File: config.mk
export PLATFORM = sky130hd
export DESIGN_NAME = eth_rx_ctrl_flat
export DESIGN_NICKNAME = d
export VERILOG_FILES = /design/src/rtl/eth_rx_ctrl_if.sv /design/src/rtl/eth_rx_ctrl.sv /design/src/flat_wrapper.sv
export SDC_FILE = /design/constraint.sdc
export NUM_CORES = 1
export LEC_CHECK = 0
export CAP_MARGIN = 40
export CORE_AREA = 2 2 126 128
export CTS_CLUSTER_DIAMETER = 200
export DETAILED_ROUTE_END_ITERATION = 12
export DIE_AREA = 0 0 128 130
export PLACE_DENSITY = 0.86
export SETUP_SLACK_MARGIN = 0.4
export SLEW_MARGIN = 20
export SYNTH_ARGS = -nofsm -noshare
export SYNTH_HDL_FRONTEND = slang
export SYNTH_SLANG_ARGS = --single-unit
File: constraint.sdc
create_clock -name clk -period 8.6 [get_ports clk]
set_input_delay 1.72 -clock clk [delete_from_list [all_inputs] [get_ports clk]]
set_output_delay 1.72 -clock clk [all_outputs]
set_load 0.01 [all_outputs]
File: src/rtl/eth_rx_ctrl_if.sv
// rtl/eth_rx_ctrl_if.sv - downstream payload byte stream of eth_rx_ctrl
interface eth_rx_ctrl_if;
  logic [7:0] m_data;
  logic       m_valid;
  logic       m_last;
  logic       m_ready;
  logic       m_abort;

  modport master (output m_data, m_valid, m_last, m_abort, input m_ready);
  modport slave  (input m_data, m_valid, m_last, m_abort, output m_ready);
endinterface

File: src/rtl/eth_rx_ctrl.sv
// rtl/eth_rx_ctrl.sv - UDP receive frame filter and payload drain (option macro: RX_BCAST_EN)
module eth_rx_ctrl #(
  parameter int TIMEOUT = 4096,
  parameter int CNT_W   = 16
) (
  input  logic             clk,
  input  logic             rst,
  input  logic             rx_fs,
  output logic             rx_fd,
  input  logic [31:0]      det_ip_addr,
  input  logic [31:0]      src_ip_addr,
  input  logic [15:0]      det_ip_port,
  input  logic [15:0]      src_ip_port,
  input  logic [15:0]      data_len,
  output logic             fifo_rxen,
  input  logic [7:0]       fifo_rxd,
  input  logic [31:0]      local_ip,
  input  logic [15:0]      local_port,
  eth_rx_ctrl_if.master    m,
  output logic [31:0]      m_src_ip,
  output logic [15:0]      m_src_port,
  output logic [15:0]      m_len,
  output logic [CNT_W-1:0] cnt_ok,
  output logic [CNT_W-1:0] cnt_drop
);

  localparam logic [2:0] S_IDLE  = 3'd0;
  localparam logic [2:0] S_CHECK = 3'd1;
  localparam logic [2:0] S_READ  = 3'd2;
  localparam logic [2:0] S_DROP  = 3'd3;
  localparam logic [2:0] S_DONE  = 3'd4;
  localparam int ST_W = $clog2(TIMEOUT + 1);

  logic [2:0]      state;
  logic [15:0]     remaining;
  logic [7:0]      bd0, bd1;
  logic            bl0, bl1;
  logic [1:0]      bcnt;
  logic            rd_pend, rd_last;
  logic [ST_W-1:0] stall_cnt;
  logic            ip_hit, accept, pop, stall, abort, push;
  logic [2:0]      occ;
  logic [7:0]      nd0, nd1;
  logic            nl0, nl1;
  logic [1:0]      ncnt;

  function automatic logic [CNT_W-1:0] sat_inc(input logic [CNT_W-1:0] v);
    return (&v) ? v : v + CNT_W'(1);
  endfunction

`ifdef RX_BCAST_EN
  assign ip_hit = (det_ip_addr == local_ip) || (det_ip_addr == 32'hFFFF_FFFF);
`else
  assign ip_hit = (det_ip_addr == local_ip);
`endif
  assign accept = ip_hit && (det_ip_port == local_port);

  assign m.m_valid = (state == S_READ) && (bcnt != 2'd0);
  assign m.m_data  = bd0;
  assign m.m_last  = m.m_valid && bl0;
  assign rx_fd     = (state == S_DONE);
  assign pop       = m.m_valid && m.m_ready;
  assign stall     = m.m_valid && !m.m_ready;
  assign abort     = stall && (stall_cnt == ST_W'(TIMEOUT - 1));
  assign push      = rd_pend && (state == S_READ);
  // slots committed after this cycle's pop; in-flight reads already own a slot
  assign occ       = {1'b0, bcnt} + {2'b0, rd_pend} - {2'b0, pop};

  // FIFO read strobe: throttled by skid space in READ, free-running flush in DROP
  always_comb begin
    fifo_rxen = 1'b0;
    case (state)
      S_READ:  fifo_rxen = (remaining != 16'd0) && (occ < 3'd2);
      S_DROP:  fifo_rxen = (remaining != 16'd0);
      default: fifo_rxen = 1'b0;
    endcase
  end

  // next skid-buffer contents: shift out on pop, then append returning byte
  always_comb begin
    nd0  = bd0;
    nd1  = bd1;
    nl0  = bl0;
    nl1  = bl1;
    ncnt = bcnt;
    if (pop) begin
      nd0  = bd1;
      nl0  = bl1;
      ncnt = bcnt - 2'd1;
    end
    if (push) begin
      if (ncnt == 2'd0) begin
        nd0 = fifo_rxd;
        nl0 = rd_last;
      end else begin
        nd1 = fifo_rxd;
        nl1 = rd_last;
      end
      ncnt = ncnt + 2'd1;
    end
  end

  // frame sequencing, buffering, timeout and statistics
  always_ff @(posedge clk or negedge rst) begin
    if (!rst) begin
      state      <= S_IDLE;
      remaining  <= '0;
      bd0        <= '0;
      bd1        <= '0;
      bl0        <= 1'b0;
      bl1        <= 1'b0;
      bcnt       <= '0;
      rd_pend    <= 1'b0;
      rd_last    <= 1'b0;
      stall_cnt  <= '0;
      m.m_abort  <= 1'b0;
      m_src_ip   <= '0;
      m_src_port <= '0;
      m_len      <= '0;
      cnt_ok     <= '0;
      cnt_drop   <= '0;
    end else begin
      m.m_abort <= 1'b0;
      if (fifo_rxen) remaining <= remaining - 16'd1;
      rd_pend <= (state == S_READ) && fifo_rxen && !abort;
      rd_last <= (remaining == 16'd1);
      case (state)
        S_IDLE: begin
          if (rx_fs) begin
            m_src_ip   <= src_ip_addr;
            m_src_port <= src_ip_port;
            m_len      <= data_len;
            remaining  <= data_len;
            state      <= S_CHECK;
          end
        end
        S_CHECK: begin
          if (accept) begin
            if (remaining == 16'd0) begin
              cnt_ok <= sat_inc(cnt_ok);
              state  <= S_DONE;
            end else begin
              state  <= S_READ;
            end
          end else begin
            cnt_drop <= sat_inc(cnt_drop);
            state    <= (remaining == 16'd0) ? S_DONE : S_DROP;
          end
        end
        S_READ: begin
          bd0  <= nd0;
          bd1  <= nd1;
          bl0  <= nl0;
          bl1  <= nl1;
          bcnt <= ncnt;
          if (pop) stall_cnt <= '0;
          else if (stall) stall_cnt <= stall_cnt + ST_W'(1);
          if (abort) begin
            m.m_abort <= 1'b1;
            bcnt      <= '0;
            stall_cnt <= '0;
            cnt_drop  <= sat_inc(cnt_drop);
            state     <= S_DROP;
          end else if (pop && bl0) begin
            bcnt      <= '0;
            stall_cnt <= '0;
            cnt_ok    <= sat_inc(cnt_ok);
            state     <= S_DONE;
          end
        end
        S_DROP: begin
          // remaining hit zero last cycle, so the final read returns now
          if (remaining == 16'd0) state <= S_DONE;
        end
        S_DONE: begin
          if (!rx_fs) state <= S_IDLE;
        end
        default: state <= S_IDLE;
      endcase
    end
  end

endmodule
File: src/flat_wrapper.sv
// flat-port wrapper written by rule: the top's interface ports become plain ports
module eth_rx_ctrl_flat 
#(
  parameter int TIMEOUT = 4096,
  parameter int CNT_W   = 16
)
  (clk, rst, rx_fs, rx_fd, det_ip_addr, src_ip_addr, det_ip_port, src_ip_port, data_len, fifo_rxen, fifo_rxd, local_ip, local_port, m_src_ip, m_src_port, m_len, cnt_ok, cnt_drop, m_m_data, m_m_valid, m_m_last, m_m_abort, m_m_ready);
  eth_rx_ctrl_if m_i ();
  input  logic clk;
  input  logic rst;
  input  logic rx_fs;
  output logic rx_fd;
  input  logic [31:0] det_ip_addr;
  input  logic [31:0] src_ip_addr;
  input  logic [15:0] det_ip_port;
  input  logic [15:0] src_ip_port;
  input  logic [15:0] data_len;
  output logic fifo_rxen;
  input  logic [7:0] fifo_rxd;
  input  logic [31:0] local_ip;
  input  logic [15:0] local_port;
  output logic [31:0] m_src_ip;
  output logic [15:0] m_src_port;
  output logic [15:0] m_len;
  output logic [CNT_W-1:0] cnt_ok;
  output logic [CNT_W-1:0] cnt_drop;
  output wire logic [$bits(m_i.m_data)-1:0] m_m_data;
  output wire logic [$bits(m_i.m_valid)-1:0] m_m_valid;
  output wire logic [$bits(m_i.m_last)-1:0] m_m_last;
  output wire logic [$bits(m_i.m_abort)-1:0] m_m_abort;
  input wire logic [$bits(m_i.m_ready)-1:0] m_m_ready;
  assign m_m_data = m_i.m_data;
  assign m_m_valid = m_i.m_valid;
  assign m_m_last = m_i.m_last;
  assign m_m_abort = m_i.m_abort;
  assign m_i.m_ready = m_m_ready;
  eth_rx_ctrl #(.TIMEOUT(TIMEOUT), .CNT_W(CNT_W)) u_core (.clk(clk), .rst(rst), .rx_fs(rx_fs), .rx_fd(rx_fd), .det_ip_addr(det_ip_addr), .src_ip_addr(src_ip_addr), .det_ip_port(det_ip_port), .src_ip_port(src_ip_port), .data_len(data_len), .fifo_rxen(fifo_rxen), .fifo_rxd(fifo_rxd), .local_ip(local_ip), .local_port(local_port), .m(m_i), .m_src_ip(m_src_ip), .m_src_port(m_src_port), .m_len(m_len), .cnt_ok(cnt_ok), .cnt_drop(cnt_drop));
endmodule
Yosys cells after proc, flatten, opt, wreduce, memory -nomap -nowiden --
Cells that the tools add are included.
Storage, ports and cells: word-level logic and storage cells 111, bits in registers 151, output and inout port bits 109
Cells by class: magnitude comparators 1, equality and inequality tests 18, mux-type cells 39, bitwise logic cells 1, reductions and logical operators 28, add/subtract/negate cells 8
Operators with widths (count):
- 16-bit two-way mux | 11
- 16-bit one-hot mux with 2 select lines | 2
- 13-bit two-way mux | 4
- 16-bit by 1-bit adder with 16-bit output, second input constant | 2
- 32-bit equality test | 1
- 16-bit AND reduction | 2
- 3-bit two-way mux | 8
- 8-bit two-way mux | 3
- 16-bit by 1-bit equality test with 1-bit output, second input constant | 1
- 16-bit equality test | 1
- 16-bit logical NOT | 1
- 16-bit nonzero test | 1
- 16-bit by 1-bit subtractor with 16-bit output, second input constant | 1
- 3-bit one-hot mux with 5 select lines | 1
- 13-bit by 1-bit adder with 13-bit output, second input constant | 1
- 13-bit by 12-bit equality test with 1-bit output, second input constant | 1
- 1-bit logical AND | 11
- 2-bit inequality test, second input constant | 5
- 2-bit two-way mux | 4
- 2-bit by 1-bit inequality test with 1-bit output, second input constant | 4
- 3-bit by 2-bit equality test with 1-bit output, second input constant | 2
- 3-bit AND reduction | 2
- 1-bit two-way mux | 5
- 5-bit AND reduction | 1
- other kinds (17) | 20

Logic depth before layout (Yosys ltp) --
Gate-level depths: netlist of the first run.
word-level depth 10, mapped depth 18, mapped depth without buffers 15

Least setup slack after synthesis of the first run --
Ideal clock, no wire load.
path type input -> output, start point input port m_m_ready, end point output port fifo_rxen, stages on the path 9, arrival 3.692 ns, slack 3.188 ns, path through clkbuf_2 -> nand2_1 -> buf_1 -> nor2_1 -> o21ai_0 -> fa_1 -> xnor2_1 -> a21oi_1 -> nor3b_2
On the way: longest elaborated chain between the ends 5
Ends and longest elaborated chain:
- start, declared | line flat_wrapper.sv:31 | input wire logic [$bits(m_i.m_ready)-1:0] m_m_ready;
- 1-bit logical AND | line eth_rx_ctrl.sv:62 | assign pop = m.m_valid && m.m_ready;
- 3-bit by 1-bit subtractor with 3-bit output | line eth_rx_ctrl.sv:67 | assign occ = {1'b0, bcnt} + {2'b0, rd_pend} - {2'b0, pop};
- 3-bit by 2-bit less-than comparator with 1-bit output | line eth_rx_ctrl.sv:73 | S_READ: fifo_rxen = (remaining != 16'd0) && (occ < 3'd2);
- 1-bit logical AND | line eth_rx_ctrl.sv:73
- 1-bit one-hot mux with 2 select lines | line eth_rx_ctrl.sv:72 | case (state)
- end, declared | line flat_wrapper.sv:18 | output logic fifo_rxen;
Every way passes these cells.

Worst setup path in the final report of the first run --
Ends and elaborated chain as after synthesis.

==> impl_metrics.yaml, run 1 <==
route:
  dr.pass1.iters: 4
  route.detailed.vias_per_inst: 5.17
  drt-total-wl_mm: 20.2
  ant_nets: 0
  drt_iter0_markers: 391
  route.detailed.wl_per_inst_um: 16.1
  vias: 6494
  route.detailed.drc: 0
grt:
  grt_antenna_before_repair: 0
  grt_start_max_net_pins: 80
  grt_pass1_wl_mm: 32.2
  grt_util_all_layers: 0.248
  overflow: 0
  first_global_vias: 6476
yosys:
  postSynthRegisterBits: 151
  yosys.cell_types.count: 47
  synth_sequential_area_ratio: 0.521
  synth_edf_count: 0
  synth.largest_area_cell: "dfrtp_1"
  netlist_instances: 776
  synth-main-ff-cell: "dfrtp_1"
  ys.warnings.count: 0
  synth_async_sr_flop_share: 1.00
  synth_largest_type_area_fraction: 0.521
  syn_nets: 956
  syn_area_um2: 7260
  syn-mean-instance-area_um2: 9.35
  top_cells_by_area_in_the_synthesized_netlist: "dfrtp_1 52%, nand2_1 13%, xnor2_1 8.4%, o21ai_0 3.2%, xor2_1 2.9%"
cells_and_area:
  syn2layout_area_growth_pct: 50.5
  layout_commonest_cell: "clkdlybuf4s50_1"
  final_util: 0.708
  finalNetCount: 1231
  fillers: 1132
  layout-drive-gt1-share: 0.0583
  final_cell_area_um2: 10900
  diodes: 0
  layout.cells.most_common_list: "279 x clkdlybuf4s50_1, 243 x nand2_1, 151 x dfrtp_1"
hold_path:
  min_from: "u_core.m_len[15]"
  worstHoldPathType: "flop to flop"
critical_path:
  path_class: "input pin to primary output"
  startpoint_class: "input pin"
  crit_required_ns: 6.88
  worst_path_dominant_cell_family: "simple AND/OR/NAND/NOR gates"
  path_max_fanout: 14
  timing.critical_path.slowest_stage_cell: "clkdlybuf4s50_1"
  worst_path_most_repeated_cell: "clkdlybuf4s50_1"
  data_arrival_at_the_endpoint_of_the_critical_path_ns: 5.30
  crit_path_cell_trace: "clkdlybuf4s50_1, nand2_1, nor2_1, o21ai_0, fa_1, xnor2_1, a21oi_1, nor3b_2, clkdlybuf4s50_1"
  worstReg2RegStart: "u_core.bcnt[1]"
  cp_slowest_stage_delay_ns: 0.70
  cp_num_buf_inv: 2
  cp-end-kind: "primary output"
  cp-startpoint: "m_m_ready"
flow_run:
  drv_cap: 0
outcome:
  status: "finished clean"
sta:
  fin_tns_setup_ns: 0
  relSlewSlack: 0.478
  timing.clock.skew_ns: 0.00842
  final-hold-violation-count: 0
  final-setup-viol-count: 0
  slew_of_the_pin_with_the_lowest_slew_margin_ns: 0.783
  slew_violations: 0
  grt_setup_unrepaired: "no"
  fin_crit_sh: 0.816
  post-route-min-period_ns: 7.02
  achievable-frequency_mhz: 143
  timing.hold.ws_ns: 0.470
floorplanning:
  design.core.area_um2: 15400
  cell_row_count: 46
  die_wd_um: 128
  start_util: 0.470
  die_h_um: 130
  dieArea_um2: 16600
  i_o_pin_cnt: 281
place:
  io_buffers: 280
  final_wtd_congestion: 0.872
  placedInstanceArea_um2: 10200
  hpwl_after_detailed_placement_mm: 14.6
clock_tree:
  cts_tree: "yes"
  postCtsSetupBuffers: 0
  htreeDepth: 4
  numClockSinks: 151
  insertion_delay_ns: 0.43
  clk_root_buffer_cell: "clkbuf_16"
  post_cts.resized_instances: 0
  cts-hold-fix-buffers: 0
  clk_path_buf_depth: 2
  cts_buffers: 17
  clkSlewWorstSetupHoldPaths_ns: 0.05
power_and_ir_drop:
  worst_ir_drop_vdd_mv: 0.195
  pwr_density_cell_nw_per_um2: 295
  leakagePower_nw: 4.84
  power_mw: 3.22
-- layout make-up --
cell class,instances,area [um^2],share of cell area
tap,192,240,0.0220
multi-input combinational,586,3330,0.305
clock buffer,19,453,0.0415
timing repair buffer,285,2850,0.261
sequential,151,3780,0.346
clock inverter,12,224,0.0205
inverter,10,37.5,0.00344
-- path summary, 6_finish.rpt --
path                                        to  cells past startpoint  slack (ns)
min in group asynchronous  u_core.stall_cnt[9]                      1        1.30
setup / recovery                     fifo_rxen                      9        1.58
hold reg to reg               u_core.m_len[15]                      2        0.47
max in group asynchronous  u_core.m_src_ip[20]                      3        6.10
setup reg to reg           u_core.remaining[5]                     15        3.80
hold / removal                u_core.m_len[15]                      2        0.47
-- per-stage QoR --
stage / setup slack, ns / std cells
2_1_floorplan: 3.19 / 776
3_3_place_gp: 1.77 / 1223
3_5_place_dp: 1.67 / 1224
4_1_cts: 1.61 / 1255
5_1_grt: 1.32 / 1255
6_report: 1.58 / 1255
-- layer usage --
| layer | global-route usage | wire, um |
|---|---|---|
| met5 | 0 | 0 |
| met2 | 0.396 | 9860 |
| met3 | 0.0800 | 1430 |
| met4 | 0.105 | 588 |
| met1 | 0.315 | 8290 |
-- flip-flops by register name (all words and copies together), names as in the netlist --
| signal | count |
|---|---|
| u_core.bl1 | 1 |
| u_core.bcnt | 2 |
| u_core.rd_last | 1 |
| u_core.bl0 | 1 |
| u_core.rd_pend | 1 |
| u_core.cnt_drop | 16 |
| u_core.m_len | 16 |
| u_core.state | 3 |
| u_core.m.m_data | 8 |
| u_core.m.m_abort | 1 |
| u_core.m_src_port | 16 |
| u_core.stall_cnt | 13 |
| u_core.cnt_ok | 16 |
| u_core.bd1 | 8 |
| u_core.m_src_ip | 32 |
| u_core.remaining | 16 |
-- synthesized netlist by cell type (all sizes together) (2+ instances only) --
cell type / instances
or2: 3
or4: 3
nor2b: 2
a22oi: 2
nor2: 31
mux2: 11
o21ai: 47
nor3: 15
nand3b: 2
and3: 12
buf: 11
nand4: 22
inv: 10
nand2: 243
nand2b: 3
xnor2: 70
a21oi: 12
and4: 4
ha: 7
mux2i: 10
nand3: 28
dfrtp: 151
clkbuf: 18
xor2: 24
nor4: 14
or3: 4
and2: 3
-- report_power, final --
group | leakage [nW] | internal, mW | switching, mW
registers | 1.90 | 0.970 | 0.192
logic | 2.60 | 0.621 | 0.590
clock network | 0.329 | 0.558 | 0.288
total | 4.84 | 2.15 | 1.07
-- kinds of logic (layout without fill, tap and decap cells) --
group / Yosys count / after routing / share of synthesized area
AO/OA/AOI/OAI: 70 / 70 / 0.0547
XOR/XNOR: 94 / 94 / 0.113
adder cells (fa/ha/maj): 8 / 8 / 0.0148
buffers and inverters: 39 / 326 / 0.0212
flip-flops: 151 / 151 / 0.521
multiplexers: 21 / 21 / 0.0309
AND/OR/NAND/NOR: 393 / 393 / 0.244
-- worst register-to-register path, delay by kind of cell (launching register included) --
| family | cells | cell delay (ns) |
|---|---|---|
| xor gates and xnor gates | 2 | 0.30 |
| DFF | 1 | 0.43 |
| and+or+nand+nor | 6 | 2.52 |
| AOI/OAI and AO/OA | 3 | 0.36 |
| buffers and inverters | 2 | 0.45 |
| adders and majority gates | 2 | 0.59 |
(Power assumes the default switching activity.)
==> inputs of run 2 (changes only) <==
--- a/config.mk
+++ b/config.mk
@@ -6,11 +6,11 @@
 export NUM_CORES = 1
 export LEC_CHECK = 0
 export CAP_MARGIN = 40
-export CORE_AREA = 2 2 126 128
+export CORE_AREA = 2 2 132 134
 export CTS_CLUSTER_DIAMETER = 200
 export DETAILED_ROUTE_END_ITERATION = 12
-export DIE_AREA = 0 0 128 130
-export PLACE_DENSITY = 0.86
+export DIE_AREA = 0 0 134 136
+export PLACE_DENSITY = 0.79
 export SETUP_SLACK_MARGIN = 0.4
 export SLEW_MARGIN = 20
 export SYNTH_ARGS = -nofsm -noshare
==> constraint.sdc (replaced) <==
create_clock -name clk -period 6.5 [get_ports clk]
set_input_delay 1.3 -clock clk [delete_from_list [all_inputs] [get_ports clk]]
set_output_delay 1.3 -clock clk [all_outputs]
set_load 0.01 [all_outputs]
==> impl_metrics.yaml, run 2 (synthesis gave the netlist of run 1 again) <==
grt:
  overflow: 0
  first_global_vias: 6535
  grt_antenna_before_repair: 0
  grt_start_max_net_pins: 66
  grt_pass1_wl_mm: 32.3
  grt_util_all_layers: 0.226
clock_tree:
  clk_path_buf_depth: 2
  cts_buffers: 17
  htreeDepth: 4
  cts_tree: "yes"
  postCtsSetupBuffers: 0
  clkSlewWorstSetupHoldPaths_ns: 0.06
  insertion_delay_ns: 0.42
  cts-hold-fix-buffers: 0
  numClockSinks: 151
  clk_root_buffer_cell: "clkbuf_16"
  post_cts.resized_instances: 0
cells_and_area:
  multi_input_comb_area_um2: 3330
  layout_commonest_cell: "clkdlybuf4s50_1"
  largest-register: "u_core.m_src_ip"
  largest_reg_flops: 32
  final_cell_area_um2: 11000
  layout.cells.most_common_list: "279 x clkdlybuf4s50_1, 243 x nand2_1, 151 x dfrtp_1"
  syn2layout_area_growth_pct: 51.4
  fillers: 1352
  seq_area_um2: 3780
  layout-drive-gt1-share: 0.0608
  diodes: 0
  finalNetCount: 1236
critical_path:
  data_arrival_at_the_endpoint_of_the_critical_path_ns: 4.37
  startpoint_class: "flop"
  path_max_fanout: 17
  path_class: "flop to primary output"
  cp-end-kind: "primary output"
  crit_required_ns: 5.20
  reg2reg_setup_slack_ns: 2.17
route:
  vias: 6346
  ant_nets: 0
  dr.pass1.iters: 5
  drt-total-wl_mm: 19.8
  route.detailed.drc: 0
  route.detailed.vias_per_inst: 4.90
  route.detailed.wl_per_inst_um: 15.3
  drt_iter0_markers: 360
floorplanning:
  dieArea_um2: 18200
  start_util: 0.430
  i_o_pin_cnt: 281
  design.core.area_um2: 16900
  cell_row_count: 48
  die_wd_um: 134
  die_h_um: 136
power_and_ir_drop:
  leakagePower_nw: 4.85
  power.share.switching: 0.336
  worst_ir_drop_vdd_mv: 0.260
  total_switching_power_mw: 1.41
  pwr_density_cell_nw_per_um2: 381
  pwr-share-comb: 0.383
  cellInternalPower_mw: 2.78
  power.share.clock: 0.251
  share_seq_of_total_power: 0.366
sta:
  slew_violations: 0
  timing.clock.skew_ns: 0.00958
  fin_tns_setup_ns: 0
  slew_of_the_pin_with_the_lowest_slew_margin_ns: 0.721
  relSlewSlack: 0.518
  timing.hold.ws_ns: 0.472
  achievable-frequency_mhz: 176
  final-hold-violation-count: 0
  post-route-min-period_ns: 5.67
  fin_crit_sh: 0.873
  grt_setup_unrepaired: "no"
  final-setup-viol-count: 0
place:
  placedInstanceArea_um2: 10300
  final_wtd_congestion: 0.859
  io_buffers: 280
  hpwl_after_detailed_placement_mm: 14.8
flow_run:
  drv_cap: 0
outcome:
  status: "finished clean"
hold_path:
  worstHoldPathType: "flop to flop"
[run 2: cell count changes in the layout (fill, tap and decap cells not counted)]
| cell | delta |
|---|---|
| buf_4 | +3 |
| clkbuf_1 | +3 |
| buf_16 | +2 |
| bufinv_16 | -2 |
| clkbuf_8 | -1 |
| inv_6 | +1 |
[run 2: power groups by stage]
stage	logic, mW	clock network (mW)	registers [mW]
after floorplan	0.699	0	1.60
after global placement	1.57	0	1.52
after detailed placement	1.62	0	1.54
after CTS	1.62	1.07	1.53
after global routing	1.78	1.11	1.58
final	1.60	1.05	1.53
[run 2: area by class of cell]
class,count,area share
Sequential cell,151,0.344
Clock buffer,21,0.0410
Tap cell,225,0.0256
Inverter,10,0.00342
Timing Repair Buffer,290,0.267
Clock inverter,11,0.0157
Multi-Input combinational cell,586,0.303
[run 2: per-layer routing]
| layer | up-vias | wire length [um] | track usage |
|---|---|---|---|
| met5 | - | 0 | 0 |
| met4 | 0 | 352 | 0.0751 |
| met3 | 27 | 1470 | 0.0779 |
| met2 | 179 | 9240 | 0.357 |
| met1 | 3004 | 8770 | 0.292 |
| li1 | 3136 | - | - |
[run 2: path summary, 6_finish.rpt]
check                               startpoint              endpoint  cells after the start
setup reg to reg                u_core.bcnt[1]  u_core.remaining[14]                     17
hold / removal             u_core.m_src_ip[25]   u_core.m_src_ip[25]                      2
setup / recovery                u_core.bcnt[1]             fifo_rxen                     13
max in group asynchronous                  rst  u_core.m_src_port[4]                      3
min in group asynchronous                  rst       u_core.m_len[8]                      1
hold reg to reg            u_core.m_src_ip[25]   u_core.m_src_ip[25]                      2
[run 2: worst max-delay path, cell delays in order (launching register included)]
cell and delay (ns):
dfrtp_1 0.43, inv_1 0.08, ha_1 0.18, or3_1 0.59, inv_1 0.38, nand2_1 0.10, buf_4 0.22, nor2_1 0.21
o21ai_0 0.15, fa_1 0.40, xnor2_1 0.16, a21oi_1 0.10, nor3b_2 0.34, clkdlybuf4s50_1 0.62
[run 2: through the flow]
step	utilization	cells	total power, mW	worst slack (ns)
6_report	0.651	1294	4.18	0.829
5_1_grt	0.651	1294	4.47	0.475
4_1_cts	0.649	1293	4.22	0.830
3_5_place_dp	0.612	1261	3.16	1.02
3_3_place_gp	0.610	1259	3.09	1.06
2_1_floorplan	-	776	2.30	1.85
==> inputs of run 3 (changes only) <==
--- a/config.mk
+++ b/config.mk
@@ -6,11 +6,12 @@
 export NUM_CORES = 1
 export LEC_CHECK = 0
 export CAP_MARGIN = 40
-export CORE_AREA = 2 2 132 134
+export CORE_AREA = 2 2 138 140
 export CTS_CLUSTER_DIAMETER = 200
 export DETAILED_ROUTE_END_ITERATION = 12
-export DIE_AREA = 0 0 134 136
-export PLACE_DENSITY = 0.79
+export DIE_AREA = 0 0 140 142
+export GPL_TIMING_DRIVEN = 1
+export PLACE_DENSITY = 0.76
 export SETUP_SLACK_MARGIN = 0.4
 export SLEW_MARGIN = 20
 export SYNTH_ARGS = -nofsm -noshare
==> constraint.sdc (replaced) <==
create_clock -name clk -period 4.7 [get_ports clk]
set_input_delay 0.94 -clock clk [delete_from_list [all_inputs] [get_ports clk]]
set_output_delay 0.94 -clock clk [all_outputs]
set_load 0.01 [all_outputs]
==> impl_metrics.yaml, run 3 (synthesis gave the netlist of run 1 again) <==
cells_and_area:
  diodes: 0
  layout.cells.most_common_list: "277 x clkdlybuf4s50_1, 243 x nand2_1, 151 x dfrtp_1"
  largest_reg_flops: 32
  largest-register: "u_core.m_src_ip"
  layout-drive-gt1-share: 0.0672
  final_cell_area_um2: 11000
  syn2layout_area_growth_pct: 51.1
  layout_commonest_cell: "clkdlybuf4s50_1"
  finalNetCount: 1238
floorplanning:
  i_o_pin_cnt: 281
  die_h_um: 142
  design.core.area_um2: 18500
  start_util: 0.393
  die_wd_um: 140
  dieArea_um2: 19900
  cell_row_count: 50
sta:
  timing.final.ws_setup_ns: 0.779
  final-hold-violation-count: 0
  relSlewSlack: 0.468
  post-route-min-period_ns: 3.92
  slew_violations: 0
  grt_setup_unrepaired: "no"
  timing.clock.skew_ns: 0.0150
  fin_crit_sh: 0.834
  timing.hold.ws_ns: 0.348
  achievable-frequency_mhz: 255
  fin_tns_setup_ns: 0
  slew_of_the_pin_with_the_lowest_slew_margin_ns: 0.795
  final-setup-viol-count: 0
place:
  final_wtd_congestion: 0.847
  io_buffers: 280
  placement.setup.worst_slack_ns: 0.219
  placedInstanceArea_um2: 10300
  hpwl_after_detailed_placement_mm: 14.3
clock_tree:
  htreeDepth: 4
  postCtsSetupBuffers: 0
  clkSlewWorstSetupHoldPaths_ns: 0.06
  cts_tree: "yes"
  cts_buffers: 17
  clk_root_buffer_cell: "clkbuf_16"
  numClockSinks: 151
  clk_path_buf_depth: 2
  insertion_delay_ns: 0.42
grt:
  grt_util_all_layers: 0.205
  overflow: 0
  grt_pass1_wl_mm: 32.6
  first_global_vias: 6488
  grt_start_max_net_pins: 92
  grt_antenna_before_repair: 0
critical_path:
  cp-startpoint: "u_core.bcnt[0]"
  cp-end-kind: "primary output"
  worstReg2RegStart: "u_core.bcnt[0]"
  crit_required_ns: 3.76
  path_class: "flop to primary output"
  data_arrival_at_the_endpoint_of_the_critical_path_ns: 2.98
  startpoint_class: "flop"
  path_max_fanout: 4
outcome:
  status: "finished, violations left"
  violated_checks: "design-rule violations"
hold_path:
  worstHoldPathType: "input pin to asynchronous set/reset pin"
route:
  route.detailed.wl_per_inst_um: 15.0
  drt-total-wl_mm: 19.6
  route.detailed.drc: 8
  ant_nets: 0
  drt_iter0_markers: 333
  vias: 6372
  route.detailed.vias_per_inst: 4.88
  dr.pass1.iters: 9
power_and_ir_drop:
  worst_ir_drop_vdd_mv: 0.325
  leakagePower_nw: 4.84
  pwr_density_cell_nw_per_um2: 521
flow_run:
  drv_cap: 0
==> run 3: changes by cell type in the layout (fill, tap and decap cells not counted), moves of 3 or more <==
cell,change
clkbuf_1,-3
buf_4,+3
clkinvlp_4,+4
clkinv_4,-3
==> run 3: through the flow <==
stage / util / power, mW / instances
2_1_floorplan: - / 3.18 / 776
3_3_place_gp: 0.559 / 4.28 / 1271
3_5_place_dp: 0.559 / 4.34 / 1271
4_1_cts: 0.592 / 5.76 / 1303
5_1_grt: 0.594 / 6.13 / 1305
6_report: 0.594 / 5.71 / 1305
==> run 3: final timing paths <==
check	endpoint	slack [ns]	cells after the start
max in group asynchronous	u_core.cnt_drop[1]	3.27	3
max	fifo_rxen	0.78	12
min in group clk	u_core.m_src_ip[13]	0.47	2
min reg2reg	u_core.m_src_ip[13]	0.47	2
min	u_core.stall_cnt[3]	0.35	1
max reg2reg	u_core.remaining[5]	1.36	16
==> run 3: cell type report <==
cell class / instances / area [um^2]
fill: 1582 / 7490
tap: 234 / 293
clock buffer: 20 / 467
inverter: 10 / 37.5
timing repair buffer: 292 / 2910
clock inverter: 12 / 140
multi-input combinational: 586 / 3330
sequential: 151 / 3780
==> run 3: what timing repair did <==
| item | 4_1_cts | 5_1_grt |
|---|---|---|
| hold buffers | 0 | 0 |
| setup endpoints to repair | 1 | 1 |
| gates resized for setup | 1 | 4 |
==> run 3: power breakdown <==
part	switching [mW]	internal [mW]
Combinational	1.04	1.16
Sequential	0.337	1.77
Clock	0.571	0.832
==> run 3: worst max-delay path: stages, from the launching register on <==
cell and delay [ns]:
dfrtp_1 0.41, inv_1 0.10, ha_1 0.20, or3_1 0.37, inv_1 0.08, nand2_1 0.08, nor2_2 0.16, o21ai_0 0.13
fa_1 0.40, xnor2_1 0.15, a21oi_1 0.09, nor3b_2 0.21, clkbuf_2 0.19
==> run 3: routing by layer <==
metal  vias up  GRT usage  wire [um]
li1       3149          -          -
met5         -          0          0
met1      3031      0.263       8600
met3        26     0.0717       1370
met4         0     0.0728        397
met2       166      0.323       9210
